`src/rtl/synth_pkg.sv`:
```
// -----------------------------------------------------------------------------
// synth_pkg
// Shared types and constants for the tone-synthesis blocks.
//   NOTE_W / ENTRY_W / REST_BIT : layout of a pattern entry {rest, note[5:0]}
//   NOTE_MAX                    : highest note code accepted by base_freq_genx64
//   seq_state_t                 : note_sequencer playback states
//   entry_t                     : packed view of one pattern entry
// -----------------------------------------------------------------------------
package synth_pkg;

    localparam int NOTE_W   = 6;
    localparam int ENTRY_W  = 7;
    localparam int REST_BIT = 6;

    localparam logic [NOTE_W-1:0] NOTE_MAX = 6'd63;

    typedef enum logic [1:0] {
        IDLE = 2'd0,
        PLAY = 2'd1,
        GAP  = 2'd2
    } seq_state_t;

    typedef struct packed {
        logic              rest;
        logic [NOTE_W-1:0] note;
    } entry_t;

endpackage

```
`src/rtl/step_timer.sv`:
```
// -----------------------------------------------------------------------------
// step_timer
// Tick counter that paces one sequencer step. Counts 0..TICK_DIV-1 while
// running and wraps; flags the cycle where the articulation gap begins and
// the last cycle of the step.
// Ports:
//   clk50mhz   in   system clock
//   rst        in   synchronous reset, active-high
//   i_clear    in   force the counter to 0 on the next edge (has priority)
//   i_run      in   advance the counter this cycle
//   o_gap_hit  out  last gated cycle of the step (never asserted if GAP_CYCLES=0)
//   o_step_hit out  last cycle of the step
// -----------------------------------------------------------------------------
module step_timer #(
    parameter int TICK_DIV   = 12500000,
    parameter int GAP_CYCLES = 1250000
) (
    input  logic clk50mhz,
    input  logic rst,
    input  logic i_clear,
    input  logic i_run,
    output logic o_gap_hit,
    output logic o_step_hit
);

    localparam int TW = (TICK_DIV > 1) ? $clog2(TICK_DIV) : 1;
    localparam logic [TW-1:0] STEP_AT = TW'(TICK_DIV - 1);
    localparam logic [TW-1:0] GAP_AT  = TW'(TICK_DIV - GAP_CYCLES - 1);

    logic [TW-1:0] r_tick;

    // NOTE: sequential state is written with non-blocking assignments only, so
    // every flop samples the pre-edge values of the others.
    always_ff @(posedge clk50mhz) begin
        if (rst || i_clear) begin
            r_tick <= '0;
        end else if (i_run) begin
            r_tick <= (r_tick == STEP_AT) ? '0 : r_tick + TW'(1);
        end
    end

    assign o_step_hit = i_run && (r_tick == STEP_AT);
    // With no gap the gate simply stays up until the step boundary.
    assign o_gap_hit  = i_run && (GAP_CYCLES != 0) && (r_tick == GAP_AT);

endmodule

```
`src/rtl/note_sequencer.sv`:
```
// -----------------------------------------------------------------------------
// note_sequencer
// Step sequencer feeding note_in of base_freq_genx64 and gating the square_gen
// output. Plays up to STEPS pattern entries, TICK_DIV cycles each, with the
// gate dropped for the final GAP_CYCLES cycles of every step.
// Ports:
//   clk50mhz  in   system clock, 50 MHz
//   rst       in   synchronous reset, active-high
//   wr_en     in   pattern write strobe
//   wr_addr   in   pattern write address
//   wr_data   in   pattern entry {rest, note[5:0]}
//   last_step in   index of the final step, captured at start
//   loop_en   in   wrap to step 0 after last_step (sampled at each wrap)
//   start     in   pulse: (re)start playback at step 0
//   stop      in   pulse: abort playback (wins over start)
//   note_out  out  note code to the frequency generator (held in IDLE)
//   gate_out  out  1 = tone audible
//   step_idx  out  current step index
//   busy      out  high while playing
//   done      out  one-cycle pulse when a non-looping pattern completes
// -----------------------------------------------------------------------------
module note_sequencer
    import synth_pkg::*;
#(
    parameter int STEPS      = 16,
    parameter int TICK_DIV   = 12500000,
    parameter int GAP_CYCLES = 1250000,
    localparam int AW        = $clog2(STEPS)
) (
    input  logic               clk50mhz,
    input  logic               rst,
    input  logic               wr_en,
    input  logic [AW-1:0]      wr_addr,
    input  logic [ENTRY_W-1:0] wr_data,
    input  logic [AW-1:0]      last_step,
    input  logic               loop_en,
    input  logic               start,
    input  logic               stop,
    output logic [NOTE_W-1:0]  note_out,
    output logic               gate_out,
    output logic [AW-1:0]      step_idx,
    output logic               busy,
    output logic               done
);

    entry_t            r_mem [STEPS];

    seq_state_t        r_state, w_state_nxt;
    logic [AW-1:0]     r_step,  w_step_nxt;
    logic [AW-1:0]     r_last,  w_last_nxt;
    logic [NOTE_W-1:0] r_note,  w_note_nxt;
    logic              r_gate,  w_gate_nxt;
    logic              r_done,  w_done_nxt;

    logic              w_gap_hit;
    logic              w_step_hit;
    logic              w_at_last;
    logic [AW-1:0]     w_rd_addr;
    entry_t            w_rd_entry;

    // NOTE: the pattern RAM has no reset; its contents survive rst and stay
    // undefined until written, which lets it map onto plain RAM.
    always_ff @(posedge clk50mhz) begin
        if (wr_en) begin
            r_mem[wr_addr] <= entry_t'(wr_data);
        end
    end

    // The counter is held at 0 whenever idle and restarts on start/stop, so a
    // fresh step always begins at tick 0.
    step_timer #(
        .TICK_DIV   (TICK_DIV),
        .GAP_CYCLES (GAP_CYCLES)
    ) u_step_timer (
        .clk50mhz   (clk50mhz),
        .rst        (rst),
        .i_clear    (start || stop || (r_state == IDLE)),
        .i_run      (r_state != IDLE),
        .o_gap_hit  (w_gap_hit),
        .o_step_hit (w_step_hit)
    );

    // Single read port: the entry that would be loaded at the next load event.
    // A write in the same cycle lands after the read, so the old entry plays.
    assign w_at_last  = (r_step == r_last);
    assign w_rd_addr  = (start || w_at_last) ? '0 : r_step + AW'(1);
    assign w_rd_entry = r_mem[w_rd_addr];

    // NOTE: every signal written here gets its hold value first, so no path
    // through the block can leave one unassigned and infer a latch.
    always_comb begin
        w_state_nxt = r_state;
        w_step_nxt  = r_step;
        w_last_nxt  = r_last;
        w_note_nxt  = r_note;
        w_gate_nxt  = r_gate;
        w_done_nxt  = 1'b0;

        if (stop) begin
            w_state_nxt = IDLE;
            w_gate_nxt  = 1'b0;
        end else if (start) begin
            w_state_nxt = PLAY;
            w_step_nxt  = '0;
            w_last_nxt  = last_step;
            w_note_nxt  = w_rd_entry.note;
            w_gate_nxt  = ~w_rd_entry.rest;
        end else begin
            unique case (r_state)
                PLAY, GAP: begin
                    if (w_step_hit) begin
                        if (!w_at_last || loop_en) begin
                            w_state_nxt = PLAY;
                            w_step_nxt  = w_rd_addr;
                            w_note_nxt  = w_rd_entry.note;
                            w_gate_nxt  = ~w_rd_entry.rest;
                        end else begin
                            w_state_nxt = IDLE;
                            w_gate_nxt  = 1'b0;
                            w_done_nxt  = 1'b1;
                        end
                    end else if (w_gap_hit) begin
                        w_state_nxt = GAP;
                        w_gate_nxt  = 1'b0;
                    end
                end
                default: begin
                end
            endcase
        end
    end

    always_ff @(posedge clk50mhz) begin
        if (rst) begin
            r_state <= IDLE;
            r_step  <= '0;
            r_last  <= '0;
            r_note  <= '0;
            r_gate  <= 1'b0;
            r_done  <= 1'b0;
        end else begin
            r_state <= w_state_nxt;
            r_step  <= w_step_nxt;
            r_last  <= w_last_nxt;
            r_note  <= w_note_nxt;
            r_gate  <= w_gate_nxt;
            r_done  <= w_done_nxt;
        end
    end

    assign note_out = r_note;
    assign gate_out = r_gate;
    assign step_idx = r_step;
    assign busy     = (r_state != IDLE);
    assign done     = r_done;

endmodule

```
`config.mk`:
```
export PLATFORM = sky130hd
export DESIGN_NAME = note_sequencer
export DESIGN_NICKNAME = d
export VERILOG_FILES = /design/src/rtl/synth_pkg.sv /design/src/rtl/step_timer.sv /design/src/rtl/note_sequencer.sv
export SDC_FILE = /design/constraint.sdc
export NUM_CORES = 1
export LEC_CHECK = 0
export BUFFER_PORTS_ARGS = -buffer_cell sky130_fd_sc_hd__buf_2
export CORE_ASPECT_RATIO = 2
export CORE_UTILIZATION = 60
export DETAILED_ROUTE_END_ITERATION = 10
export PLACE_DENSITY = 0.86
export SYNTH_ARGS = -nofsm -noshare
export SYNTH_HDL_FRONTEND = slang
export SYNTH_SLANG_ARGS = --single-unit
```
`constraint.sdc`:
```
create_clock -name clk50mhz -period 4.4 [get_ports clk50mhz]
set_input_delay 0.88 -clock clk50mhz [delete_from_list [all_inputs] [get_ports clk50mhz]]
set_output_delay 0.88 -clock clk50mhz [all_outputs]
set_load 0.02 [all_outputs]
```
# After elaboration in Yosys (flattened, before gate mapping)
# Memories as Yosys holds them, arrays and structs flattened.
# Index checks and enable logic that the tools add are counted.
[totals]
regBits = 42
ram_bits = 112
in_bits = 21
output_inout_bits = 13
wordCells = 66
n_memories = 1
[classes]
add_sub_neg = 2
n_eq_ne = 5
n_mux = 23
bitwise_logic = 4
reduce_logical = 23
[memory_table]
columns = ["name", "words", "word_bits", "read_ports", "rd_ports_with_merged_regs", "write_ports", "line", "source"]
rows = [
  ["r_mem", 16, 7, 1, 0, 1, "note_sequencer.sv:46", "entry_t r_mem [STEPS];"],
]
[ops]
columns = ["cell", "count"]
rows = [
  ["24-bit equality test, second input constant", 2],
  ["24-bit by 1-bit adder with 24-bit output, second input constant", 1],
  ["24-bit two-way mux", 1],
  ["6-bit two-way mux", 4],
  ["4-bit two-way mux", 5],
  ["1-bit two-way mux", 11],
  ["2-bit nonzero test", 5],
  ["2-bit AND reduction", 3],
  ["1-bit logical OR", 5],
  ["5-bit OR reduction", 1],
  ["4-bit by 1-bit adder with 4-bit output, second input constant", 1],
  ["4-bit equality test", 1],
  ["2-bit two-way mux", 2],
  ["1-bit NOT", 4],
  ["4-bit AND reduction", 1],
  ["2-bit OR reduction", 2],
  ["3-bit nonzero test", 1],
  ["3-bit OR reduction", 1],
  ["2-bit by 1-bit equality test with 1-bit output, second input constant", 1],
  ["2-bit equality test, second input constant", 1],
  ["1-bit logical AND", 2],
  ["2-bit logical NOT", 1],
  ["1-bit logical NOT", 1],
]

# Logic depth before layout (Yosys ltp)
# An unclocked memory read counts as a cell.
[logic_depth]
depth_word = 9
ltp_mapped = 10
depth_no_buf = 8

# Hierarchy
# From an unflattened synthesis, not the netlist that was laid out.
[hier_totals]
hier_cells = 518
hier_area_um2 = 6705.2
[modules_own_cells]
columns = ["module", "instances", "cells_each", "area_each_um2", "seq_area_each_um2"]
rows = [
  ["note_sequencer", 1, 388, 5507.8, 3723.6],
  ["step_timer", 1, 130, 1197.4, 480.5],
]

# Worst setup path before layout
# Ideal clock, no wire load.
[synth_timing]
kind = "reg-to-reg"
from = "reg r_step[1] (netlist: step_idx[1])"
to = "reg r_note[4] (netlist: note_out[4])"
setup_time_ns = 0.088
arrival_ns = 2.445
setup_slack_ns = 1.867
path_stages_with_launch = 9
path_cell_list = "dfxtp_1 > ha_1 > xor2_1 > clkbuf_1 > nor2_1 > nor2_1 > o21ai_0 > a221o_1 > a311oi_2"
[synth_via]
elab_chain_cells = 8
word_cells_on_any_way = 13
cone_classes = "add/sub (1); eq/ne (1); mux (5); reduce/logical (5); memory (1)"
[synth_lines]
columns = ["element", "line", "source"]
rows = [
  ["start: declaration", "note_sequencer.sv:49", "logic [AW-1:0] r_step, w_step_nxt;"],
  ["start signal: assignment", "note_sequencer.sv:143", "r_step <= w_step_nxt;"],
  ["branches (longest 8 deep; another with memory 16 x 7 bit)", "--", ""],
  ["end signal: assignment", "note_sequencer.sv:145", "r_note <= w_note_nxt;"],
  ["end: declaration", "note_sequencer.sv:51", "logic [NOTE_W-1:0] r_note, w_note_nxt;"],
]
# Parallel ways; which one is timed is not known. The select of a mux whose other input is x is not followed.
# A chain may end at the register's enable or synchronous reset.

# Worst setup path after layout
[layout_timing]
from = "reg r_state[0]"
to = "reg r_note[5] (netlist: note_out[5])"
[layout_via]
elab_chain_cells = 4
word_cells_on_any_way = 8
cone_classes = "eq/ne (2); reduce/logical (6)"
[layout_lines]
columns = ["element", "line", "source"]
rows = [
  ["start: declaration", "note_sequencer.sv:48", "seq_state_t r_state, w_state_nxt;"],
  ["start signal: assignment", "note_sequencer.sv:142", "r_state <= w_state_nxt;"],
  ["2-bit by 1-bit equality test with 1-bit output, or another cell as far along", "note_sequencer.sv:109", "unique case (r_state)"],
  ["2-bit OR reduction / 1-bit logical AND (equally long branches)", "note_sequencer.sv:109, step_timer.sv:42", ""],
  ["2-bit nonzero test (no line)", "--", ""],
  ["4-bit AND reduction (no line) (*)", "--", ""],
]
# Mark *: on every way between the ends. The rest lies on a longest branch, timed or not.

==> flow_summary_export.csv <==
group,metric,value,unit
die,initial_core_util,61.9,%
routing,avgRoutedWirePerCell,21.7,µm
clock_network,clkSinkCount,154,
cells_and_area,diodes,0,
cells_and_area,layout_common_cells,"112 x edfxtp_1, 53 x nor2_1, 42 x dfxtp_1",
setup_path,r2r-start,"r_state[0]$_SDFFE_PP0P_",
setup_path,critPathMaxFanout,17,
logic_synthesis,synth_area,6480,µm²
die,die_y,149,µm
routing,drt_iter0_markers,300,
flow_run,maxCapViolations,0,
sta,post-route-min-period,3.01,ns
clock_network,cts_resized,0,
die,die_area,11300,µm²
logic_synthesis,synth_edf_count,112,
die,core-area,10500,µm²
clock_network,cts_buffers,17,
clock_network,post-cts-setup-buffer-count,0,
power_and_ir_drop,p_per_area,428,nW/µm²
placed_design,place.gp.congestion,0.834,
logic_synthesis,yosysSeqAreaShare,64.8,%
cells_and_area,fill_cells,722,
placed_design,dpl.hpwl,10.2,mm
routing,avgViaCountPerCell,6.38,
sta,relSlewSlack,22.7,%
clock_network,htree_levels,4,
sta,fin_crit_sh,68.4,%
run_status,run_status,"completed",
logic_synthesis,avgSynthCellArea,12.9,µm²
placed_design,dp_slack,1.44,ns
setup_path,crit_start,"r_state[0]$_SDFFE_PP0P_",
clock_network,clk_latency,0.43,ns
cells_and_area,drive_gt1_share,16.0,%
die,pin_count,34,
setup_path,worstPathArrival,3.34,ns
die,fp.dieW,75.5,µm
die,fp-row-count,53,
clock_network,tritoncts,"yes",
global_routing,grt_pass1_wl,23.2,mm
sta,tightest_slew,1.15,ns
cells_and_area,area_growth,13.4,%
power_and_ir_drop,peakVddDrop,0.339,mV
cells_and_area,final_common_cell,"edfxtp_1",
global_routing,track_usage,29.3,%
placed_design,port_buffers,33,
routing,drc,0,
sta,hold_viol,0,
hold_path,min_from,"u_step_timer.r_tick[0]$_SDFFE_PP0N_",
global_routing,grt_max_degree,45,
sta,setup_viol,0,
logic_synthesis,ys.flop_type,"edfxtp_1",
sta,drv_slew,0,
setup_path,crit_type,"register to register",
global_routing,grt_pass1_vias,4463,
global_routing,antenna_found_initial,0,
power_and_ir_drop,leakage,2.44,nW
logic_synthesis,async_reset_ff_share,0,%
clock_network,cts_hold_buf,0,
clock_network,root_buffer,"clkbuf_16",
routing,dr.pass1.iters,7,
cells_and_area,nNetsFinal,562,
sta,rsz0062_at_grt,"no",
logic_synthesis,synth_seq_cells,154,
setup_path,cp-end-kind,"register",
logic_synthesis,yosysWarnings,0,
logic_synthesis,ys_types,61,
logic_synthesis,syn-instance-count,504,
routing,num_vias,4389,
global_routing,gr-total-overflow,0,
setup_path,crit_path_start_kind,"register",
logic_synthesis,synthesis.nets,528,
routing,postRouteAntennaNets,0,
setup_path,worstPathRequired,4.73,ns
routing,routed_wirelength,14.9,mm
sta,fin_setup_tns,0,ns
sta,clock.fmax,0.332,GHz
hold_path,min_path_type,"register to register",
sta,fin_skew,0.00776,ns
sta,worst_slack,1.39,ns
clock_network,clkSlewWorstSetupHoldPaths,0.07,ns
clock_network,cts_max_path_buffers,2,
[flip-flops by register name, summed over array words and instances, names as in the netlist]
register / count
step_idx: 4
r_last: 4
u_step_timer.r_tick: 24
r_mem: 112
r_state: 2
note_out: 6
gate_out: 1
done: 1
[power by group]
part           total [mW]  leakage [nW]  internal [mW]  switching (mW)
logic               0.149         0.804         0.0472           0.101
clock network        1.40         0.283          0.755           0.649
registers            1.59          1.35           1.58          0.0107
total                3.15          2.44           2.38           0.761
[worst max-delay path, stage by stage, from the launching register on]
cell	delay, ns
dfxtp_1	0.34
inv_1	0.05
ha_1	0.22
and4b_1	0.33
or4b_1	0.47
or2_0	0.36
o31ai_4	0.71
nor2_1	0.12
a311oi_1	0.30
[cell families after synthesis]
kind of cell | count (synthesis) | share of synthesized area [%]
AND/OR/NAND/NOR | 165 | 13.3
flip-flops | 154 | 64.8
AO/OA/AOI/OAI | 89 | 9.49
multiplexers | 36 | 6.27
buffers and inverters | 31 | 1.97
XOR/XNOR | 26 | 3.51
adder cells (fa/ha/maj) | 3 | 0.579
[area by class of cell]
type	count	area [µm²]	area share, %
Clock inverter	15	149	2.03
Clock buffer	17	425	5.79
Timing Repair Buffer	38	203	2.76
Inverter	8	30.0	0.409
Multi-Input combinational cell	319	2170	29.5
Tap cell	137	171	2.33
Sequential cell	154	4200	57.2
[routing by layer]
metal,GRT usage (%),up-vias,routed length (µm)
met3,7.03,67,839
met1,28.6,2121,4930
met2,52.4,226,8350
met5,0,-,0
li1,-,1975,-
met4,18.9,0,827
[worst paths after layout]
check                                         to  slack (ns)  cells past startpoint
min reg2reg  u_step_timer.r_tick[0]$_SDFFE_PP0N_        0.47                      1
max                     note_out[5]$_SDFFE_PP0P_        1.39                      8
min          u_step_timer.r_tick[0]$_SDFFE_PP0N_        0.47                      1
max reg2reg             note_out[5]$_SDFFE_PP0P_        1.39                      8
[synth_stat cells (2+ instances only)]
cell | instances | area share, %
edfxtp_1 | 112 | 52
nor2_1 | 53 | 3.1
dfxtp_1 | 42 | 13
o21ai_0 | 29 | 2.2
mux2i_1 | 26 | 4.0
nand2_1 | 24 | 1.4
xor2_1 | 20 | 2.7
a21oi_1 | 17 | 1.3
clkbuf_1 | 17 | 0.98
nand3_1 | 14 | 1.1
o211ai_1 | 12 | 1.4
nor3_1 | 11 | 0.85
and3_1 | 10 | 0.96
inv_1 | 8 | 0.46
nand4_1 | 8 | 0.77
mux2_2 | 7 | 1.2
xnor2_1 | 6 | 0.81
a311oi_1 | 5 | 0.68
and2_1 | 5 | 0.48
or3_1 | 5 | 0.48
and4_1 | 4 | 0.54
o2111a_1 | 4 | 0.69
buf_2 | 3 | 0.23
ha_1 | 3 | 0.58
mux4_2 | 3 | 1.0
nand2b_1 | 3 | 0.29
nand3b_1 | 3 | 0.35
nor2b_1 | 3 | 0.29
nor3b_1 | 3 | 0.35
nor4_1 | 3 | 0.29
a21o_1 | 2 | 0.23
a311oi_2 | 2 | 0.46
buf_1 | 2 | 0.12
nand4b_1 | 2 | 0.27
nor2_2 | 2 | 0.19
o21ai_1 | 2 | 0.15
o22ai_1 | 2 | 0.19
or4_1 | 2 | 0.23
or4b_1 | 2 | 0.31
or4bb_1 | 2 | 0.35
[stage by stage]
step,cells,cell area (µm²),hold slack (ns),total power [mW],util [%]
4_1_cts,688,7350,0.479,3.15,70.1
5_1_grt,688,7350,0.507,3.22,70.1
2_1_floorplan,504,6480,0.426,1.71,-
3_5_place_dp,656,6780,0.464,1.77,64.7
3_3_place_gp,656,6780,0.439,1.76,64.7
6_report,688,7350,0.475,3.15,70.1
Power figures use the tool's default switching activity.
